[src/rtl/axis_meas_streamer.sv]
// AXI-Stream master: queues raw-sample and block-mean requests, emits tagged beats.
// Optional header beat with a sequence number when AXIS_STREAMER_HEADER_EN is defined.
module axis_meas_streamer #(
  parameter int DATA_W     = 32,
  parameter int FIFO_DEPTH = 8,
  parameter int MEAN_LOG2  = 3,
  parameter int DROP_W     = 16
) (
  input  logic                          clk,
  input  logic                          rst,
  input  logic [DATA_W-1:0]             data_in,
  input  logic                          data_valid,
  input  logic                          send_packet,
  input  logic                          send_mean,
  output logic [DATA_W-1:0]             m_axis_tdata,
  output logic                          m_axis_tvalid,
  input  logic                          m_axis_tready,
  output logic                          m_axis_tlast,
  output logic                          m_axis_tuser,
  output logic [DATA_W-1:0]             mean_out,
  output logic                          mean_valid,
  output logic [$clog2(FIFO_DEPTH):0]   fifo_level,
  output logic [DROP_W-1:0]             drop_cnt
);
  localparam int AW    = $clog2(FIFO_DEPTH);
  localparam int LW    = AW + 1;
  localparam int ACC_W = DATA_W + MEAN_LOG2;
  localparam int CNT_W = (MEAN_LOG2 > 0) ? MEAN_LOG2 : 1;

`ifdef AXIS_STREAMER_HEADER_EN
  typedef enum logic [1:0] {IDLE, HDR, DATA} state_t;
`else
  typedef enum logic [1:0] {IDLE, DATA} state_t;
`endif

  state_t              state, state_nxt;
  logic [ACC_W-1:0]    acc, acc_sum;
  logic [CNT_W-1:0]    smp_cnt;
  logic [DATA_W:0]     mem [FIFO_DEPTH];
  logic [AW-1:0]       wr_ptr, rd_ptr;
  logic                full, empty, space, pop;
  logic                wr_en, drop, mean_pend, mean_pend_nxt;
  logic [DATA_W:0]     wr_dat;
  logic [DATA_W-1:0]   out_dat;
  logic                out_user;

  // Block mean: the last sample of a block is folded in on the same edge it arrives.
  assign acc_sum = acc + ACC_W'(data_in);

  always_ff @(posedge clk) begin
    if (rst) begin
      acc        <= '0;
      smp_cnt    <= '0;
      mean_out   <= '0;
      mean_valid <= 1'b0;
    end else if (data_valid) begin
      if (smp_cnt == CNT_W'((1 << MEAN_LOG2) - 1)) begin
        mean_out   <= DATA_W'(acc_sum >> MEAN_LOG2);
        acc        <= '0;
        smp_cnt    <= '0;
        mean_valid <= 1'b1;
      end else begin
        acc     <= acc_sum;
        smp_cnt <= smp_cnt + 1'b1;
      end
    end
  end

  assign full  = (fifo_level == LW'(FIFO_DEPTH));
  assign empty = (fifo_level == '0);
  assign space = !full || pop;

  // Raw requests take priority; a displaced mean request parks in mean_pend.
  always_comb begin
    wr_en         = 1'b0;
    wr_dat        = '0;
    drop          = 1'b0;
    mean_pend_nxt = mean_pend;
    if (send_packet) begin
      if (space) begin
        wr_en  = 1'b1;
        wr_dat = {1'b0, data_in};
      end else begin
        drop = 1'b1;
      end
      if (send_mean) mean_pend_nxt = 1'b1;
    end else if (mean_pend || send_mean) begin
      if (space) begin
        wr_en         = 1'b1;
        wr_dat        = {1'b1, mean_out};
        mean_pend_nxt = 1'b0;
      end else if (!mean_pend) begin
        drop = 1'b1;
      end
    end
  end

  always_ff @(posedge clk) begin
    if (wr_en) mem[wr_ptr] <= wr_dat;
  end

  always_ff @(posedge clk) begin
    if (rst) begin
      wr_ptr     <= '0;
      rd_ptr     <= '0;
      fifo_level <= '0;
      mean_pend  <= 1'b0;
      drop_cnt   <= '0;
    end else begin
      mean_pend <= mean_pend_nxt;
      if (wr_en) wr_ptr <= wr_ptr + 1'b1;
      if (pop)   rd_ptr <= rd_ptr + 1'b1;
      case ({wr_en, pop})
        2'b10:   fifo_level <= fifo_level + 1'b1;
        2'b01:   fifo_level <= fifo_level - 1'b1;
        default: fifo_level <= fifo_level;
      endcase
      if (drop && (drop_cnt != '1)) drop_cnt <= drop_cnt + 1'b1;
    end
  end

  always_ff @(posedge clk) begin
    if (rst) state <= IDLE;
    else     state <= state_nxt;
  end

  always_comb begin
    state_nxt = state;
    pop       = 1'b0;
    case (state)
      IDLE: if (!empty) begin
        pop = 1'b1;
`ifdef AXIS_STREAMER_HEADER_EN
        state_nxt = HDR;
`else
        state_nxt = DATA;
`endif
      end
`ifdef AXIS_STREAMER_HEADER_EN
      HDR:  if (m_axis_tready) state_nxt = DATA;
`endif
      DATA: if (m_axis_tready) state_nxt = IDLE;
      default: state_nxt = IDLE;
    endcase
  end

  always_ff @(posedge clk) begin
    if (rst) begin
      out_dat  <= '0;
      out_user <= 1'b0;
    end else if (pop) begin
      {out_user, out_dat} <= mem[rd_ptr];
    end
  end

  assign m_axis_tvalid = (state != IDLE);
  assign m_axis_tlast  = (state == DATA);
  assign m_axis_tuser  = out_user;

`ifdef AXIS_STREAMER_HEADER_EN
  logic [15:0]       seq;
  logic [DATA_W-1:0] hdr_word;

  always_ff @(posedge clk) begin
    if (rst)                                seq <= '0;
    else if (state == DATA && m_axis_tready) seq <= seq + 1'b1;
  end

  always_comb begin
    hdr_word        = '0;
    hdr_word[31:24] = 8'hA5;
    hdr_word[16]    = out_user;
    hdr_word[15:0]  = seq;
  end

  assign m_axis_tdata = (state == HDR) ? hdr_word : out_dat;
`else
  assign m_axis_tdata = out_dat;
`endif

endmodule

[config.mk]
export PLATFORM = sky130hd
export DESIGN_NAME = axis_meas_streamer
export DESIGN_NICKNAME = d
export VERILOG_FILES = /design/src/rtl/axis_meas_streamer.sv
export SDC_FILE = /design/constraint.sdc
export NUM_CORES = 1
export LEC_CHECK = 0
export CELL_PAD_IN_SITES_DETAIL_PLACEMENT = 0
export CELL_PAD_IN_SITES_GLOBAL_PLACEMENT = 2
export CORE_MARGIN = 4
export CORE_UTILIZATION = 45
export DETAILED_ROUTE_END_ITERATION = 16
export PLACE_DENSITY_LB_ADDON = 0.15
export SETUP_SLACK_MARGIN = 0.2
export SLEW_MARGIN = 25
export SYNTH_ARGS = -nofsm -noshare
export SYNTH_HDL_FRONTEND = slang
export SYNTH_SLANG_ARGS = --single-unit
[constraint.sdc]
create_clock -name clk -period 10.7 [get_ports clk]
set_input_delay 1.07 -clock clk [delete_from_list [all_inputs] [get_ports clk]]
set_output_delay 1.07 -clock clk [all_outputs]
set_load 0.02 [all_outputs]
After elaboration in Yosys (flattened, before gate mapping). Memories as Yosys holds them, arrays and structs flattened. A register that Yosys moved wholly into a read port is not among the register bits. Index checks and enable logic that the tools add are counted.

Latch bits: 0. Register bits after elaboration: 100. Input port bits: 38. RAM bits: 264. Memories: 1. Bits in read-only memories: 0. Word-level logic and storage cells: 66.

Memory list: mem (words 8, width 33, rd ports 1, clocked after memory_dff 1, wr ports 1, RTL line 39) `logic [DATA_W:0] mem [FIFO_DEPTH];`.

Bitwise logic cells: 0. Shifts and indexed selects: 0. $mul: 0. Magnitude comparators: 0. Muxes and demuxes: 26. Add/subtract/negate cells: 7. Equal/unequal tests: 9. Div/mod/pow operators: 0. Reduce and logical (&&, ||, !) cells: 13.

Operators with widths (count): 33-bit two-way mux (3); 35-bit by 32-bit adder with 35-bit output (1); 35-bit two-way mux (1); 32-bit two-way mux (1); 16-bit by 1-bit adder with 16-bit output, second input constant (1); 1-bit two-way mux (16); 16-bit != test, second input constant (1); 3-bit by 1-bit adder with 3-bit output, second input constant (3); 4-bit one-hot mux with 2 select lines (1); 2-bit nonzero test (4); 4-bit by 1-bit adder with 4-bit output, second input constant (1); 2-bit by 1-bit == test with 1-bit output, second input constant (2); 4-bit == test, second input constant (1); 4-bit zero test (1); 2-bit two-way mux (2); 2-bit != test, second input constant (2); 2-bit one-hot mux with 2 select lines (1); 2-bit AND reduction (2); 4-bit by 1-bit subtractor with 4-bit output, second input constant (1); 3-bit == test, second input constant (1); 3-bit two-way mux (1); 3-bit AND reduction (1); 2-bit == test, second input constant (1); 2-bit zero test (1); other kinds (4) (5).

Depth between registers and ports, before layout.
Word-level depth: 9. Gate-level depth with buffers: 12.

Worst setup path after synthesis. OpenSTA, ideal clock, no wires.

Path kind: input -> register. From: in send_packet. To: mem mem[0][0] (netlist bit), enable pin. Arrival: 4.832 ns. Stages: 3. Slack: 5.362 ns. Library setup time: 0.506 ns. Required time: 10.194 ns. Path through: nor3_2 -> nor2_1 -> nor4_1.

Cells in the longest elaborated chain, start to end: 3.

Ends and longest elaborated chain: start: declaration (RTL line 13) `input logic send_packet,`; 1-bit two-way mux (RTL line 79) `if (send_packet) begin`; 1-bit two-way mux (RTL line 99) `if (wr_en) mem[wr_ptr] <= wr_dat;`; 1-bit two-way mux (not written as such) (RTL line 99); end: declaration (RTL line 39).

No other way between the ends.

Worst setup path after layout.
From: in data_in[0]. To: reg acc[34].

Cells in the longest elaborated chain, start to end: 2.

Ends and longest elaborated chain: start: declaration (RTL line 11) `input logic [DATA_W-1:0] data_in,`; 35-bit by 32-bit adder with 35-bit output (RTL line 48) `assign acc_sum = acc + ACC_W'(data_in);`; 35-bit two-way mux (RTL line 57) `if (smp_cnt == CNT_W'((1 << MEAN_LOG2) - 1)) begin`; end signal: assignment (RTL line 63) `acc <= acc_sum;`; end: declaration (RTL line 37) `logic [ACC_W-1:0] acc, acc_sum;`.

No other way between the ends. A chain may end at the register's enable or synchronous reset.

==> impl_results.md <==
- Period minus WS final: 3590 ps
- Worst Hold Class: register to register
- # H-tree levels: 2
- Clock buffer depth: 3
- Share of cells above drive strength 1: 0.134
- Setup Viol. Count Final: 0
- Cell variety after synth: 77
- Crit start category: primary input
- Yosys warns: 0
- Height of the die: 203 µm
- Critical-path cell list: clkdlybuf4s50_1 -> ha_1 -> inv_1 -> fa_1 -> and2b_1 -> o2111ai_1 -> a21oi_2 -> o211ai_4 -> a21oi_4 -> o2111ai_4 -> and2_4 -> a311o_1
- Crit path DAT: 4020 ps
- Antenna-violating nets left: 0
- Via count: 10800
- Register area: 10600 µm²
- Synth Net Count: 1343
- # Post-CTS Setup Buffers: 0
- Post-synth top flop: edfxtp_1
- Mapped Cells: 1263
- DIE AREA: 41300 µm²
- Drt drc: 0
- Grt ovf: 0
- Routability cong.: 0.827
- Largest stage delay, worst path: 510 ps
- CP required: 11130 ps
- Fin nets: 1460
- Max frequency: 279 MHz
- Width of the die: 203 µm
- Antenna Cells: 0
- Synth top area share: 0.462
- Half-perimeter wire length after detailed placement: 26100 µm
- CTS root buf: clkbuf_16
- Layout Skew: 13.6 ps
- First-pass GRT wire length: 64800 µm
- RSZ-0062 raised after global routing: false
- Ys async rst share: 0
- Initial core utilization: 0.456
- Cells on worst reg2reg path: 12
- Crit. End Element: register
- #FFs+latches synth: 396
- Final period util: 0.335
- Vias in the first global route: 10800
- Maxcap violations: 0
- Num CTS Buffers: 42
- Worst-Skew Late Latency: 560 ps
- Setup TNS Final: 0 ps
- VDD IR max: 0.110 mV
- WL final: 41800 µm
- Vias/cell: 5.61
- CTS resizes: 0
- Port buffer count: 125
- Post-layout util: 0.541
- Worst Tran Pin Value: 1050 ps
- Routed len/inst: 21.7 µm
- Mapped Avg Cell Area: 13.6 µm²
- Commonest cells after routing, fill and taps aside: edfxtp_1, dfxtp_1, clkdlybuf4s50_1, nor2_1, nand2_1
- DRT iter0 DRCs: 719
- Largest area contributor in the netlist: edfxtp_1
- Worst Setup Slack, final: 7110 ps
- Site Rows: 71
- Leak: 7.12 nW
- Max-Slew Margin vs Limit: 0.302
- Slowest cell on the critical path: clkdlybuf4s50_1
- Pwr dens: 215 nW/µm²
- IO Pins: 126
- Number of flops mapped to enable cells by yosys: 264
- Setup slack after placement: 6550 ps
- Status: finished clean
- # hold bufs at CTS: 0
- Cells taking the most area after synthesis: edfxtp_1, dfxtp_1, mux4_2
- CTS tree: yes
- Netlist Area Pre-Place: 17200 µm²
- Commonest non-fill, non-tap cell in the layout: edfxtp_1
- Hold depth: 2
- Core Box Area: 37700 µm²
- Sequential-to-total area share from yosys stat: 0.616
- Clk sinks: 396
- All-Layer GR Usage: 0.203
- Slew Limit Fails: 0
- Fill count: 3212
- Area growth syn-to-layout: 18.8%
- Hold Vio Cnt, Final: 0
- Pin count of the biggest net entering global routing: 80
- Clock slew at reported path FFs: 60 ps
- Multi-input gate area: 6310 µm²
- Drt pass-1 iters: 5
- CP max FO: 8
- Crit Path Class: primary input to register
- Initial antenna violation count: 0
registers in the layout, indices dropped and copies added, names as in the netlist:
name          flops
acc              35
drop_cnt         16
fifo_level        4
m_axis_tdata     32
m_axis_tuser      1
mean_out         32
mean_pend         1
mean_valid        1
mem             264
rd_ptr            3
smp_cnt           3
state             1
wr_ptr            3
worst paths after layout:
check | start | to | slack (ps)
hold / removal | acc[26] | acc[26] | 460
hold reg to reg | acc[26] | acc[26] | 460
setup reg to reg | fifo_level[0] | fifo_level[3] | 7320
setup / recovery | data_in[0] | acc[34] | 7110
kinds of logic after synthesis:
logic type      share of synthesized area
compound gates                      0.118
xor+xnor                           0.0184
fa+ha+maj                          0.0315
buf+inv                            0.0211
flops                               0.616
mux                                 0.109
simple gates                       0.0870
routing by layer:
layer	vias to the layer above	track usage	wire [µm]
li1	5119	-	-
met3	54	0.0332	2260
met4	0	0.0465	679
met2	253	0.320	19300
met5	-	0	0
met1	5375	0.298	19600
per-stage QoR:
step	power [W]	hold slack [ps]	instances	area, µm²
final	0.00439	456	1925	20400
after global routing	0.00462	485	1925	20400
after CTS	0.00444	461	1925	20400
after detailed placement	0.00296	450	1847	19000
after global placement	0.00295	440	1847	19000
after floorplan	0.00263	429	1263	17200
worst max-delay path, delay by kind of cell:
family | cells | cell delay (ps)
AOI/OAI and AO/OA | 6 | 1390
buffers and inverters | 2 | 570
adders and majority gates | 2 | 560
and+or+nand+nor | 2 | 430
power by group:
part	switching (W)	internal [W]	total (W)
Combinational	0.000586	0.000471	0.00106
Clock	0.000600	0.000871	0.00147
Sequential	0.0000830	0.00177	0.00186
cells in the mapped netlist, types with 8 or more instances:
cell      instances
nor2_1          103
nor3_1           15
and3_1           12
edfxtp_1        264
a21o_1           28
ha_1             40
o21ai_0          28
dfxtp_1         132
mux4_2           66
xor2_1           20
o31ai_1           8
clkbuf_1         50
inv_1            21
nand2_1          88
or3_1            12
a211oi_1         36
buf_2            11
o211ai_1          8
and2_1            8
xnor2_1          16
a21oi_1          69
nand4_1          11
nand3_1          27
buf_1             9
mux2i_1          38
a22o_1           40
final cells by class:
type                       count  area share
inverter                      21     0.00387
tap                          511      0.0314
clock inverter                23      0.0129
timing repair buffer         144      0.0682
sequential                   396       0.519
clock buffer                  55      0.0555
multi-input combinational    775       0.309
Power figures use the tool's default switching activity.
